## src/rtl/if_stage.sv

```systemverilog
// Instruction fetch stage: PC register, next-PC selection and the IF/ID pipeline register.
// Latency: instruction at PC=A appears on inst_id one cycle later; Imem_addr/inst_if are combinational.
// Backpressure: Stall holds PC and IF/ID; Flush/Redirect squash IF/ID to a bubble; Redirect wins over Stall.
//
// Ports:
//   Clock, Reset            - single rising-edge clock, synchronous active-high reset
//   Stall, Flush            - hazard-unit controls (hold / squash IF/ID)
//   Redirect, Redirect_target - resolved taken branch/jump and its target
//   Imem_data / Imem_addr   - combinational instruction memory read port (Imem_addr == PC)
//   PC, inst_if             - current fetch PC and the raw fetched word
//   inst_id, pc4_id, valid_id - IF/ID register contents for decode
//   Addr_err                - one-cycle pulse after a misaligned redirect
//   Fetch_cnt, Stall_cnt, Flush_cnt - performance counters
//
// Build option: define IF_STAGE_PERF_EN to implement the performance counters.
// Without it the counter ports stay present and read constant zero.

module if_stage #(
    parameter logic [31:0] RESET_PC = 32'h0000_0000
) (
    input  logic        Clock,
    input  logic        Reset,
    input  logic        Stall,
    input  logic        Flush,
    input  logic        Redirect,
    input  logic [31:0] Redirect_target,
    input  logic [31:0] Imem_data,
    output logic [31:0] Imem_addr,
    output logic [31:0] PC,
    output logic [31:0] inst_if,
    output logic [31:0] inst_id,
    output logic [31:0] pc4_id,
    output logic        valid_id,
    output logic        Addr_err,
    output logic [31:0] Fetch_cnt,
    output logic [31:0] Stall_cnt,
    output logic [31:0] Flush_cnt
);

    // ------------------------------------------------------------------
    // State
    // ------------------------------------------------------------------
    logic [31:0] r_pc;
    logic [31:0] r_inst_id;
    logic [31:0] r_pc4_id;
    logic        r_valid_id;
    logic        r_addr_err;

    // ------------------------------------------------------------------
    // Combinational control
    // ------------------------------------------------------------------
    logic [31:0] w_pc_plus4;
    logic [31:0] w_redirect_pc;
    logic [31:0] w_pc_next;
    logic        w_hold;       // stall that actually freezes the front end
    logic        w_bubble;     // IF/ID receives a bubble this cycle
    logic        w_load;       // IF/ID receives a real instruction this cycle
    logic        w_misalign;   // redirect target not word aligned

    // Natural 32-bit wrap: FFFF_FFFC + 4 = 0000_0000.
    assign w_pc_plus4    = r_pc + 32'd4;

    // Low two bits are dropped rather than trapping here; the error is
    // reported separately through Addr_err.
    assign w_redirect_pc = {Redirect_target[31:2], 2'b00};
    assign w_misalign    = Redirect && (Redirect_target[1:0] != 2'b00);

    // A redirect always makes progress, so a stall only holds when no
    // redirect is present.
    assign w_hold        = Stall && !Redirect;

    // Squash overrides a hold: the younger instruction in IF/ID is on the
    // wrong path (redirect) or explicitly killed (flush).
    assign w_bubble      = Flush || Redirect;
    assign w_load        = !w_bubble && !w_hold;

    // Next-PC priority below reset: Redirect > Stall > sequential.
    always_comb begin
        w_pc_next = w_pc_plus4;
        if (Redirect) begin
            w_pc_next = w_redirect_pc;
        end else if (Stall) begin
            w_pc_next = r_pc;
        end
    end

    // ------------------------------------------------------------------
    // PC register
    // ------------------------------------------------------------------
    always_ff @(posedge Clock) begin
        if (Reset) begin
            r_pc <= RESET_PC;
        end else begin
            r_pc <= w_pc_next;
        end
    end

    // ------------------------------------------------------------------
    // IF/ID pipeline register
    // ------------------------------------------------------------------
    always_ff @(posedge Clock) begin
        if (Reset) begin
            r_inst_id  <= 32'h0;
            r_pc4_id   <= 32'h0;
            r_valid_id <= 1'b0;
        end else if (w_bubble) begin
            r_inst_id  <= 32'h0;
            r_pc4_id   <= 32'h0;
            r_valid_id <= 1'b0;
        end else if (w_load) begin
            r_inst_id  <= Imem_data;
            r_pc4_id   <= w_pc_plus4;
            r_valid_id <= 1'b1;
        end
    end

    // ------------------------------------------------------------------
    // Misaligned-redirect flag: registered, so it is high for exactly the
    // cycle after the offending redirect and clears on its own.
    // ------------------------------------------------------------------
    always_ff @(posedge Clock) begin
        if (Reset) begin
            r_addr_err <= 1'b0;
        end else begin
            r_addr_err <= w_misalign;
        end
    end

    // ------------------------------------------------------------------
    // Performance counters
    // ------------------------------------------------------------------
`ifdef IF_STAGE_PERF_EN
    logic [31:0] r_fetch_cnt;
    logic [31:0] r_stall_cnt;
    logic [31:0] r_flush_cnt;

    // All three wrap modulo 2^32. A stall that coincides with a flush still
    // counts as a stall cycle: the PC is held even though IF/ID is squashed.
    always_ff @(posedge Clock) begin
        if (Reset) begin
            r_fetch_cnt <= 32'h0;
            r_stall_cnt <= 32'h0;
            r_flush_cnt <= 32'h0;
        end else begin
            if (w_load) begin
                r_fetch_cnt <= r_fetch_cnt + 32'd1;
            end
            if (w_hold) begin
                r_stall_cnt <= r_stall_cnt + 32'd1;
            end
            if (w_bubble) begin
                r_flush_cnt <= r_flush_cnt + 32'd1;
            end
        end
    end

    assign Fetch_cnt = r_fetch_cnt;
    assign Stall_cnt = r_stall_cnt;
    assign Flush_cnt = r_flush_cnt;
`else
    assign Fetch_cnt = 32'h0;
    assign Stall_cnt = 32'h0;
    assign Flush_cnt = 32'h0;
`endif

    // ------------------------------------------------------------------
    // Outputs
    // ------------------------------------------------------------------
    assign PC        = r_pc;
    assign Imem_addr = r_pc;
    assign inst_if   = Imem_data;
    assign inst_id   = r_inst_id;
    assign pc4_id    = r_pc4_id;
    assign valid_id  = r_valid_id;
    assign Addr_err  = r_addr_err;

endmodule

```

## config.mk

```make
export PLATFORM = sky130hd
export DESIGN_NAME = if_stage
export DESIGN_NICKNAME = d
export VERILOG_FILES = /design/src/rtl/if_stage.sv
export SDC_FILE = /design/constraint.sdc
export NUM_CORES = 1
export LEC_CHECK = 0
export ABC_AREA = 1
export CORE_AREA = 5 5 124 126
export DETAILED_ROUTE_END_ITERATION = 6
export DIE_AREA = 0 0 129 131
export HOLD_SLACK_MARGIN = 0.06
export PLACE_DENSITY = 0.89
export SETUP_SLACK_MARGIN = 0.1
export SLEW_MARGIN = 20
export SYNTH_ARGS = -nofsm -noshare
export SYNTH_HDL_FRONTEND = slang
export SYNTH_SLANG_ARGS = --single-unit
```

## constraint.sdc

```tcl
create_clock -name Clock -period 3.1 [get_ports Clock]
set_input_delay 0.465 -clock Clock [delete_from_list [all_inputs] [get_ports Clock]]
set_output_delay 0.465 -clock Clock [all_outputs]
set_load 0.01 [all_outputs]
```

==> results.rst <==
.. list-table::
   :header-rows: 1

   * - Metric
     - Value
   * - Worst-Margin Slew
     - 0.5671 ns
   * - Hold/Removal Path Class
     - reg2reg
   * - Synth area leaders
     - sky130_fd_sc_hd__dfxtp_1, sky130_fd_sc_hd__buf_4, sky130_fd_sc_hd__nor2_1
   * - Setup Crit Path Kind
     - in2out
   * - Number of cells traversed by the worst register-to-register path
     - 10
   * - Share of synthesized registers carrying an async set or reset
     - 0%
   * - Hold wc startpoint
     - pc4_id[4]
   * - Number of setup buffers added after CTS
     - 0
   * - Sequential Power Share
     - 44.2%
   * - Most used flip-flop cell after synthesis
     - sky130_fd_sc_hd__dfxtp_1
   * - Dominant combinational cell family by area after synthesis
     - buffers and inverters
   * - RSZ-0062 raised after global routing
     - false
   * - Startpoint of the worst-slack reg-to-reg timing path
     - Imem_addr[2]
   * - Via count of the first global-routing pass
     - 4949
   * - Count of clock tree sinks
     - 94
   * - Compound-cell area share of the yosys netlist
     - 11.06%
   * - Number of instances in the synthesized netlist
     - 826
   * - Total clock buffers created by CTS
     - 9
   * - Worst slew margin relative to its limit
     - 62.14%
   * - Syn avg cell area
     - 6.986 um^2
   * - Setup slack at placement
     - 0.7639 ns
   * - Total Die Area
     - 16900 um^2
   * - Half-perimeter wire length after placement
     - 13.46 mm
   * - Drt first-iter violations
     - 332
   * - Number of buffers and inverters on the critical path
     - 2
   * - Run status
     - finished, final reports clean
   * - Antenna-violating nets left
     - 0
   * - Destination of the worst hold path
     - pc4_id[4]
   * - Cell at the slowest stage of the critical path
     - sky130_fd_sc_hd__clkdlybuf4s50_1
   * - Proportion of netlist area held by the largest area contributor
     - 32.61%
   * - Total Negative Setup Slacks
     - 0 ns
   * - Number of antenna violations at the first check in global routing
     - 0
   * - Wire length per cell after detailed routing
     - 14.76 um
   * - Signal arrival time at the worst endpoint
     - 1.56 ns
   * - Number of cell rows
     - 44
   * - Kind of end point of the critical path
     - output pin
   * - Num ports
     - 327
   * - DRC violations left
     - 0
   * - Routed WL
     - 17.20 mm
   * - Share of synthesized cell area in and, or, nand and nor gates
     - 24.54%
   * - Total net switching power
     - 0.0008733 W
   * - Mux cell area share after synthesis
     - 0%
   * - Level count of the clock H-tree
     - 3
   * - Post-synth EDFFs
     - 0
   * - Leakage power total
     - 3.374 nW
   * - Crit path time final
     - 2.028 ns
   * - Sequential area share after synthesis
     - 32.61%
   * - Share of total power consumed by net switching
     - 29.45%
   * - Iteration count of the initial detailed-routing pass
     - 4
   * - Worst reg2reg endpoint
     - pc4_id[20]
   * - Largest fanout on the critical path
     - 2
   * - PortBufs
     - 224
   * - Fin. Hold Viols
     - 0
   * - Clock tree from TritonCTS
     - yes
   * - WP data required
     - 2.63 ns
   * - Post-synth top area cell
     - sky130_fd_sc_hd__dfxtp_1
   * - Fraction of the mapped netlist area in adder cells
     - 0.2168%
   * - Share of the clock period used by the worst path after layout
     - 65.41%
   * - CP dominant cell by count
     - sky130_fd_sc_hd__clkdlybuf4s50_1
   * - Number of buffers inserted by hold repair at cts
     - 0
   * - Fraction of final layout cells with drive strength greater than 1
     - 5.912%
   * - Post-layout worst setup margin
     - 1.072 ns
   * - Area of the core
     - 14200 um^2
   * - Yosys cell types
     - 32
   * - Cells along the critical path
     - clkdlybuf4s50_1 > clkdlybuf4s50_1
   * - Vias per inst
     - 4.466
   * - # setup viols final
     - 0
   * - Total internal power
     - 0.002092 W
   * - Hold Crit Depth
     - 2
   * - Worst hold slack across all endpoints
     - 0.4882 ns
   * - Worst path top cell family by delay
     - buffers and inverters
   * - Global-route wire length before repair
     - 25.65 mm
   * - Max VDD drop
     - 0.2490 mV
   * - Via Count
     - 5203
   * - Overall die width
     - 129 um
   * - Post-synthesis xor/xnor area fraction
     - 2.797%
   * - Warnings from Yosys
     - 0
   * - # Max-Cap Violations
     - 0
   * - Bufs on Longest Clock Path
     - 2
   * - Clock share of power
     - 36.3%
   * - Area of all placed cells without fillers
     - 7604 um^2
   * - Vertical die dimension
     - 131 um
   * - Effective utilization at floorplan
     - 40.63%
   * - Pin count of the biggest net entering global routing
     - 37
   * - Clock input transition at the sequential cells of the worst setup and hold paths
     - 0.07 ns
   * - Peak per-stage delay on the critical path
     - 0.56 ns
   * - Resized Gates After CTS
     - 0
   * - Flip-flop and latch count after synthesis
     - 94
   * - Antenna diode count
     - 0
   * - Final std cells w/o fill
     - 1165
   * - All-layer global routing usage
     - 19.42%
   * - Startpoint types
     - primary input
   * - Aggregate global routing overflow
     - 0
   * - Clock Root Buffer
     - sky130_fd_sc_hd__clkbuf_16
   * - Cell Pwr Density
     - 390.0 nW/um^2
   * - Count of pins over their slew limit
     - 0
   * - Final net count
     - 1046
   * - Insertion delay of the later-clocked pin in the worst-skew pair
     - 0.35 ns
   * - Area of the mapped netlist
     - 5771 um^2
   * - Share of total power in combinational logic
     - 19.5%
   * - Area delta synth->final
     - 31.76%
   * - Reg-to-reg setup timing slack
     - 1.22 ns
   * - Fill cell count
     - 1356
   * - Max Clock Skew
     - 0.009027 ns
   * - Total placed instance area
     - 7320 um^2
   * - GPL Wtd Cong
     - 0.9068
   * - FMAX
     - 0.4932 GHz
   * - Count of placed standard cells including taps
     - 1149
==> power groups by stage <==
stage,combinational [W],sequential (W),clock [W]
4_1_cts,0.000581,0.00131,0.00110
3_5_place_dp,0.000578,0.00134,0
3_3_place_gp,0.000570,0.00134,0
5_1_grt,0.000633,0.00132,0.00115
6_report,0.000580,0.00131,0.00108
2_1_floorplan,0.000390,0.00134,0
==> sequential cells by signal, indices dropped and copies added, names as in the netlist <==
| signal | cells |
|---|---|
| valid_id | 1 |
| pc4_id | 30 |
| Imem_addr | 30 |
| Addr_err | 1 |
| inst_id | 32 |
==> layer usage <==
metal / vias to the layer above / wire, um / global-route usage (%)
met5: - / 0 / 0
met4: 0 / 237 / 6.053
met3: 22 / 1455 / 4.593
met2: 245 / 8717 / 34.60
met1: 2353 / 6786 / 23.13
li1: 2583 / - / -
==> worst max path at each step <==
stage,from,to,slack [ns],cells past startpoint
floorplan,Imem_addr[2],pc4_id[20],1.48,10
global placement,Redirect,pc4_id[5],0.83,8
detailed placement,Redirect,pc4_id[5],0.76,8
CTS,Imem_data[2],inst_if[2],1.08,2
global route,Stall,pc4_id[10],1.00,7
finish,Imem_data[2],inst_if[2],1.07,2
==> layout make-up <==
class	count	area, um^2	share of cell area (%)
clock buffer	9	225.2	2.962
clock inverter	7	58.81	0.7734
inverter	77	289.0	3.801
multi-input combinational	563	2611	34.34
sequential	94	1882	24.75
tap	184	230.2	3.028
timing repair buffer	231	2307	30.34
==> worst min-delay path, delay by kind of cell, from the launching register on <==
family	cells	cell delay (ns)
and+or+nand+nor	1	0.06
AOI/OAI and AO/OA	1	0.05
DFF	1	0.33
==> placed cells by master (no fill, tap or decap) <==
| cell type | n |
|---|---|
| sky130_fd_sc_hd__clkdlybuf4s50_1 | 224 |
| sky130_fd_sc_hd__nor2_1 | 147 |
| sky130_fd_sc_hd__nand2_1 | 137 |
| sky130_fd_sc_hd__conb_1 | 102 |
| sky130_fd_sc_hd__dfxtp_1 | 94 |
| sky130_fd_sc_hd__inv_1 | 72 |
| sky130_fd_sc_hd__o21ai_0 | 66 |
| sky130_fd_sc_hd__a21oi_1 | 20 |
| sky130_fd_sc_hd__nand3_1 | 18 |
| sky130_fd_sc_hd__clkbuf_16 | 9 |
| sky130_fd_sc_hd__nor2_4 | 8 |
| sky130_fd_sc_hd__o21ai_1 | 8 |
| sky130_fd_sc_hd__a31oi_1 | 7 |
| sky130_fd_sc_hd__xor2_1 | 7 |
| sky130_fd_sc_hd__a22o_1 | 7 |
| sky130_fd_sc_hd__nor2_2 | 6 |
| sky130_fd_sc_hd__buf_4 | 6 |
| sky130_fd_sc_hd__inv_2 | 5 |
| sky130_fd_sc_hd__xnor2_1 | 4 |
| sky130_fd_sc_hd__nand2_2 | 4 |
| sky130_fd_sc_hd__xor2_2 | 4 |
| sky130_fd_sc_hd__nand2_4 | 3 |
| sky130_fd_sc_hd__a21o_1 | 3 |
| sky130_fd_sc_hd__clkinv_4 | 3 |
| sky130_fd_sc_hd__nor2_8 | 2 |
| sky130_fd_sc_hd__and2_1 | 2 |
| sky130_fd_sc_hd__a21oi_2 | 2 |
| sky130_fd_sc_hd__a211oi_1 | 2 |
| sky130_fd_sc_hd__o211ai_1 | 1 |
| sky130_fd_sc_hd__nor3_4 | 1 |
| sky130_fd_sc_hd__nor3_1 | 1 |
| sky130_fd_sc_hd__ha_1 | 1 |
| sky130_fd_sc_hd__inv_6 | 1 |
| sky130_fd_sc_hd__clkinv_2 | 1 |
| sky130_fd_sc_hd__clkinvlp_4 | 1 |
| sky130_fd_sc_hd__inv_8 | 1 |
| sky130_fd_sc_hd__buf_12 | 1 |
==> synth_stat cells, types with 3 or more instances <==
cell type / n
sky130_fd_sc_hd__o21ai_1: 8
sky130_fd_sc_hd__xor2_2: 4
sky130_fd_sc_hd__xor2_1: 7
sky130_fd_sc_hd__nand3_1: 18
sky130_fd_sc_hd__a31oi_1: 7
sky130_fd_sc_hd__dfxtp_1: 94
sky130_fd_sc_hd__inv_2: 5
sky130_fd_sc_hd__o21ai_0: 66
sky130_fd_sc_hd__nor2_1: 147
sky130_fd_sc_hd__a21o_1: 3
sky130_fd_sc_hd__clkbuf_1: 17
sky130_fd_sc_hd__inv_1: 72
sky130_fd_sc_hd__nand2_1: 137
sky130_fd_sc_hd__nand2_4: 3
sky130_fd_sc_hd__nor2_4: 8
sky130_fd_sc_hd__nand2_2: 4
sky130_fd_sc_hd__buf_2: 10
sky130_fd_sc_hd__a22o_1: 7
sky130_fd_sc_hd__buf_4: 164
sky130_fd_sc_hd__a21oi_1: 20
sky130_fd_sc_hd__nor2_2: 6
sky130_fd_sc_hd__xnor2_1: 4
==> cells by family (layout without fill, tap and decap cells) <==
logic type	count (synthesis)	in the layout
AND/OR/NAND/NOR	329	329
adder cells (fa/ha/maj)	1	1
buffers and inverters	270	324
AO/OA/AOI/OAI	116	116
flip-flops	94	94
XOR/XNOR	15	15
other	1	102
==> metrics by stage <==
step | total power [W] | utilization (%)
4_1_cts | 0.002987 | 53.53
5_1_grt | 0.003098 | 53.53
3_3_place_gp | 0.001906 | 51.53
2_1_floorplan | 0.001735 | -
6_report | 0.002965 | 53.53
3_5_place_dp | 0.001916 | 51.53
No activity file was read; power rests on OpenSTA's default activity.
